==> config.mk <==
export PLATFORM = sky130hd
export DESIGN_NAME = led_pwm_driver
export DESIGN_NICKNAME = d
export VERILOG_FILES = /design/src/rtl/led_pkg.sv /design/src/rtl/led_pwm_channel.sv /design/src/rtl/led_pwm_driver.sv
export SDC_FILE = /design/constraint.sdc
export NUM_CORES = 1
export LEC_CHECK = 0
export ABC_AREA = 1
export CELL_PAD_IN_SITES_DETAIL_PLACEMENT = 0
export CELL_PAD_IN_SITES_GLOBAL_PLACEMENT = 2
export CORE_MARGIN = 2
export CORE_UTILIZATION = 34
export DETAILED_ROUTE_END_ITERATION = 8
export PLACE_DENSITY_LB_ADDON = 0.3
export SLEW_MARGIN = 5
export SYNTH_ARGS = -nofsm -noshare
export SYNTH_HDL_FRONTEND = slang
export SYNTH_HIERARCHICAL = 1
export SYNTH_SLANG_ARGS = --single-unit
==> constraint.sdc <==
create_clock -name CLK -period 2.6 [get_ports CLK]
set_input_delay 0.52 -clock CLK [delete_from_list [all_inputs] [get_ports CLK]]
set_output_delay 0.52 -clock CLK [all_outputs]
set_load 0.01 [all_outputs]
==> src/rtl/led_pkg.sv <==
// led_pkg
// Shared constants for the LED PWM driver: register word addresses, CTRL bit
// positions, register reset values and the PWM compare helper used by every
// channel.
// No ports (package).

package led_pkg;

  // Register word addresses
  localparam logic [7:0] ADDR_CTRL       = 8'h00;
  localparam logic [7:0] ADDR_BLINK_MASK = 8'h01;
  localparam logic [7:0] ADDR_BLINK_HALF = 8'h02;
  localparam logic [7:0] ADDR_PRESCALE   = 8'h03;
  localparam logic [7:0] ADDR_DUTY_BASE  = 8'h08;

  // CTRL bit positions
  localparam int EN_BIT  = 0;
  localparam int INV_BIT = 1;

  // Register reset values
  localparam logic [1:0]  CTRL_RESET       = 2'b01;
  localparam logic [31:0] BLINK_HALF_RESET = 32'h0000_00FF;
  localparam logic [7:0]  PRESCALE_RESET   = 8'h00;
  localparam logic [7:0]  DUTY_RESET       = 8'hFF;

  // A duty of 0xFF is treated as "fully on" so a channel can reach 100%
  // brightness even though the 8-bit counter never exceeds 255.
  localparam logic [7:0] DUTY_FULL = 8'hFF;

  function automatic logic pwm_compare(input logic [7:0] cnt,
                                       input logic [7:0] duty);
    return (duty == DUTY_FULL) || (cnt < duty);
  endfunction

endpackage

==> src/rtl/led_pwm_channel.sv <==
// led_pwm_channel
// One LED output bit: combines the pattern bit, PWM compare, blink gating and
// global enable, then registers the pin with optional inversion.
// Ports:
//   clk      - system clock
//   rst_n    - synchronous active-low reset (pin forced to 0)
//   pwm_cnt  - shared 8-bit PWM counter
//   duty     - this channel's duty value
//   led_in   - this channel's pattern bit
//   blink_en - this channel's blink mask bit
//   phase    - shared blink phase (1 = on half)
//   en       - global enable
//   inv      - global pin inversion
//   pin      - registered pin drive

module led_pwm_channel
  import led_pkg::*;
(
  input  logic       clk,
  input  logic       rst_n,
  input  logic [7:0] pwm_cnt,
  input  logic [7:0] duty,
  input  logic       led_in,
  input  logic       blink_en,
  input  logic       phase,
  input  logic       en,
  input  logic       inv,
  output logic       pin
);

  logic raw;

  // A masked channel is only lit during the on-half of the blink phase.
  always_comb begin
    raw = en & led_in & pwm_compare(pwm_cnt, duty) & (~blink_en | phase);
  end

  always_ff @(posedge clk) begin
    if (!rst_n) begin
      pin <= 1'b0;
    end else begin
      pin <= raw ^ inv;
    end
  end

endmodule

==> src/rtl/led_pwm_driver.sv <==
// led_pwm_driver
// Drives the physical LED pins from the LED register block's pattern, adding
// per-LED PWM brightness and a masked blink with programmable half-period.
// Configured over a zero-wait-state Avalon-MM slave.
// Ports:
//   CLK     - system clock
//   RST     - synchronous active-low reset
//   WRITE   - Avalon write strobe
//   READ    - Avalon read strobe
//   ADDR    - word address
//   WDATA   - write data
//   RDATA   - registered read data (valid the cycle after READ)
//   LED_IN  - LED pattern from the LED register block
//   LED_OUT - registered pin drive

module led_pwm_driver
  import led_pkg::*;
#(
  parameter int N_LEDS  = 8,
  parameter int BLINK_W = 24
) (
  input  logic              CLK,
  input  logic              RST,
  input  logic              WRITE,
  input  logic              READ,
  input  logic [7:0]        ADDR,
  input  logic [31:0]       WDATA,
  output logic [31:0]       RDATA,
  input  logic [N_LEDS-1:0] LED_IN,
  output logic [N_LEDS-1:0] LED_OUT
);

  // Configuration registers
  logic               ctrl_en;
  logic               ctrl_inv;
  logic [N_LEDS-1:0]  blink_mask;
  logic [BLINK_W-1:0] blink_half;
  logic [7:0]         prescale;
  logic [7:0]         duty [N_LEDS];

  // Timebase
  logic [7:0]         presc_cnt;
  logic [7:0]         pwm_cnt;
  logic [BLINK_W-1:0] blink_cnt;
  logic               phase;
  logic               tick;
  logic               period_wrap;

  logic [31:0]        rd_mux;

  // Upper write-data bits have no register behind them.
  logic               unused_wdata;
  assign unused_wdata = ^WDATA;

  // Register file writes; unmapped addresses fall through untouched.
  always_ff @(posedge CLK) begin
    if (!RST) begin
      ctrl_en    <= CTRL_RESET[EN_BIT];
      ctrl_inv   <= CTRL_RESET[INV_BIT];
      blink_mask <= '0;
      blink_half <= BLINK_HALF_RESET[BLINK_W-1:0];
      prescale   <= PRESCALE_RESET;
      for (int i = 0; i < N_LEDS; i++) begin
        duty[i] <= DUTY_RESET;
      end
    end else if (WRITE) begin
      case (ADDR)
        ADDR_CTRL: begin
          ctrl_en  <= WDATA[EN_BIT];
          ctrl_inv <= WDATA[INV_BIT];
        end
        ADDR_BLINK_MASK: blink_mask <= WDATA[N_LEDS-1:0];
        ADDR_BLINK_HALF: blink_half <= WDATA[BLINK_W-1:0];
        ADDR_PRESCALE:   prescale   <= WDATA[7:0];
        default: ;
      endcase
      for (int i = 0; i < N_LEDS; i++) begin
        if (ADDR == ADDR_DUTY_BASE + 8'(i)) begin
          duty[i] <= WDATA[7:0];
        end
      end
    end
  end

  // Read mux sees the registers before any same-cycle write lands.
  always_comb begin
    rd_mux = '0;
    case (ADDR)
      ADDR_CTRL: begin
        rd_mux[EN_BIT]  = ctrl_en;
        rd_mux[INV_BIT] = ctrl_inv;
      end
      ADDR_BLINK_MASK: rd_mux[N_LEDS-1:0]  = blink_mask;
      ADDR_BLINK_HALF: rd_mux[BLINK_W-1:0] = blink_half;
      ADDR_PRESCALE:   rd_mux[7:0]         = prescale;
      default: ;
    endcase
    for (int i = 0; i < N_LEDS; i++) begin
      if (ADDR == ADDR_DUTY_BASE + 8'(i)) begin
        rd_mux[7:0] = duty[i];
      end
    end
  end

  always_ff @(posedge CLK) begin
    if (!RST) begin
      RDATA <= '0;
    end else if (READ) begin
      RDATA <= rd_mux;
    end
  end

  // Using >= lets a lowered PRESCALE take effect on the next cycle instead
  // of waiting for the counter to wrap through 255.
  assign tick        = ctrl_en && (presc_cnt >= prescale);
  assign period_wrap = tick && (pwm_cnt == 8'hFF);

  // Prescaler, PWM counter and blink counter. Disabling parks everything at
  // its start point so re-enabling begins a fresh PWM period in the on phase.
  always_ff @(posedge CLK) begin
    if (!RST || !ctrl_en) begin
      presc_cnt <= '0;
      pwm_cnt   <= '0;
      blink_cnt <= '0;
      phase     <= 1'b1;
    end else begin
      if (tick) begin
        presc_cnt <= '0;
        pwm_cnt   <= pwm_cnt + 8'd1;
      end else begin
        presc_cnt <= presc_cnt + 8'd1;
      end
      if (period_wrap) begin
        if (blink_cnt >= blink_half) begin
          blink_cnt <= '0;
          phase     <= ~phase;
        end else begin
          blink_cnt <= blink_cnt + BLINK_W'(1);
        end
      end
    end
  end

  for (genvar g = 0; g < N_LEDS; g++) begin : g_chan
    led_pwm_channel u_chan (
      .clk      (CLK),
      .rst_n    (RST),
      .pwm_cnt  (pwm_cnt),
      .duty     (duty[g]),
      .led_in   (LED_IN[g]),
      .blink_en (blink_mask[g]),
      .phase    (phase),
      .en       (ctrl_en),
      .inv      (ctrl_inv),
      .pin      (LED_OUT[g])
    );
  end

endmodule

==> summary.txt <==
Status: finished, final reports clean
Worst r2r src: prescale[7]
Final worst-path cycle share: 90.5%
WL per Instance: 17.0 um
Commonest cells in the netlist: nand2_1, inv_1, a21oi_1, dfxtp_1, nor2_1
Cell row count: 65
RSZ-0062 raised after global routing: false
Mean Syn Cell Area: 7.58 um2
TritonCTS clock tree: done
Final wirelength: 33.3 mm
# port buffers: 75
Most frequent cell after synthesis: nand2_1
Diode count: 0
Post-synth top area cell: dfxtp_1
PD cells: 493 nW/um2
Final ANT Viol Nets: 0
Max cap viols: 0
Crit Path Category: register to register
Mapped Cells: 1427
Slew @ Worst Pin: 735 ps
Leak: 5.59 nW
GR Util All Layers: 20.6%
Pins Over Slew Limit: 0
CTS resizes: 0
Clk sinks: 179
DR DRC count: 0
Pre-CTS WS: 85.0 ps
Number of synthesized flops with an enable pin: 64
Fin nets: 1684
Vias in the first global route: 9141
Min Tclk post-route: 2350 ps
Worst-Skew Late Latency: 440 ps
Hold-fix buffers at CTS: 0
Drt first pass iters: 5
Grt ovf: 0
I/O Pins: 92
Num CTS Buffers: 17
CP Cell Sequence: inv_1 -> ha_1 -> a21oi_1 -> o21a_1 -> nand3_2 -> nand2_2 -> inv_4 -> nand2_4 -> inv_2 -> nand2_1 -> nand2_2 -> nor3b_2
Drt initial violations: 540
Async S/R FF share, synth: 0%
Post-synthesis sequential area ratio: 39.0%
Peak supply drop: 423 uV
Clock slew at the register clock pins of the worst setup and hold paths: 80 ps
Area Overhead vs Synth: 19.0%
Die Height: 182 um
Synth warn: 6
Synth cell types: 44
Fmax: 425 MHz
H-tree levels: 4
Req. time, crit path: 2970 ps
Worst EP arrival: 2720 ps
Root Buffer: clkbuf_16
Core area: 31500 um2
Hold path depth: 2
Netlist Area Pre-Place: 10800 um2
Setup bufs post-CTS: 0
Setup Viol. Count Final: 0
Worst Setup Slack, final: 247 ps
Worst path most repeated cell: nand2_2
R2R cell count: 12
Relative slew slack: 50.9%
First-pass GRT wire length: 52.0 mm
CP max-delay cell: dfxtp_1
Die area: 33300 um2
CP startpoint kind: register
Largest net degree at the start of global routing: 34
Worst clock skew: 14.4 ps
Worst-path maximum fanout: 15
Hold Path Class: register to register
Max Root-Sink Buffers: 2
Initial core utilization: 34.4%
Post-synth top area share: 21.3%
Setup crit end kind: register
Routed vias: 9314
Via/cell ratio: 4.76
Area contributors post-synth: dfxtp_1, edfxtp_1, nand2_1
Hold Fails Final Rpt: 0
Setup TNS: 0 ps
Final GP Congestion: 0.867
Initial antenna violation count: 0
Hold Startpoint: blink_half[9]
Crit-path max cell delay: 440 ps
Ys flop type: dfxtp_1
DPL Wire Length: 25.7 mm
Layout cells sized above 1: 12.0%
Die width: 182 um
Post-synthesis register bit count: 179
Critical Path Source: prescale[7]
[area by class of cell]
| cell class | instances | area [um2] |
|---|---|---|
| tap | 402 | 503 |
| inverter | 221 | 832 |
| fill | 3287 | 18600 |
| timing repair buffer | 125 | 1130 |
| clock buffer | 18 | 450 |
| sequential | 179 | 4220 |
| multi-input combinational | 997 | 5570 |
| clock inverter | 14 | 156 |
[worst max-delay path, delay by kind of cell, from the launching register on]
| family | cells | cell delay (ps) |
|---|---|---|
| fa+ha+maj | 1 | 310 |
| buf+inv | 3 | 210 |
| flops | 1 | 440 |
| compound gates | 2 | 300 |
| simple gates | 6 | 1020 |
[cells by family (layout without fill, tap and decap cells)]
group	after synthesis	after routing	synth area share [%]
simple gates	651	651	26.7
buf+inv	258	378	9.71
compound gates	226	226	12.2
flops	179	179	39.0
fa+ha+maj	91	91	10.5
xor+xnor	21	21	1.70
other cells	1	8	0.0347
[layer usage]
metal  GRT usage [%]  up-vias  share of wire [%]
met4            4.06        0               0.94
met2            35.5      125                 48
met1            28.1     4307                 49
li1                -     4864                  -
met3            2.27       18                2.5
met5               0        -                  0
[per-stage QoR]
stage          power [mW]  hold WS (ps)  std cells  instance area (um2)  utilization, %
6_report             6.35           461       1956                12900            40.9
5_1_grt              6.59           478       1956                12900            40.9
4_1_cts              6.41           465       1956                12900            40.9
3_5_place_dp         3.71           454       1924                12300            39.0
3_3_place_gp         3.70           454       1924                12300            39.0
2_1_floorplan        3.42           430       1434                10800               -
[cells in the final DEF (no fill, tap or decap), types with 5 or more instances in the layout]
| master | n |
|---|---|
| o21ai_0 | 63 |
| inv_1 | 143 |
| clkbuf_16 | 18 |
| nor3_1 | 14 |
| dfxtp_1 | 115 |
| clkinv_1 | 33 |
| nor2_4 | 8 |
| xor2_1 | 11 |
| nand2_1 | 378 |
| edfxtp_1 | 64 |
| a21oi_1 | 119 |
| nand4_1 | 23 |
| ha_1 | 91 |
| nand3_1 | 77 |
| a21oi_2 | 5 |
| clkdlybuf4s50_1 | 74 |
| conb_1 | 8 |
| nor2_2 | 6 |
| or2_2 | 5 |
| nand2_2 | 8 |
| nor4_2 | 8 |
| buf_4 | 49 |
| inv_2 | 44 |
| a211oi_1 | 6 |
| a21oi_4 | 8 |
| o21a_1 | 10 |
| xnor2_1 | 10 |
| nor2_1 | 108 |
| inv_6 | 5 |
| o211ai_1 | 11 |
[path summary, 6_finish.rpt]
check,end,slack [ps]
setup / recovery,blink_cnt[2],250
setup reg to reg,blink_cnt[2],250
hold reg to reg,RDATA[9],460
hold / removal,RDATA[9],460
[power by group]
group | total (mW) | switching, mW | internal (mW)
Combinational | 0.595 | 0.364 | 0.231
Sequential | 3.05 | 0.0627 | 2.98
Clock | 2.71 | 1.28 | 1.43
[registers in the layout (all words and copies together), names as in the netlist]
signal and cells:
duty 64, RDATA 24, blink_cnt 24, blink_half 24
blink_mask 8, g_chan.u_chan/pin 8, presc_cnt 8, prescale 8
pwm_cnt 8, ctrl_en 1, ctrl_inv 1, phase 1
Power figures use the tool's default switching activity.
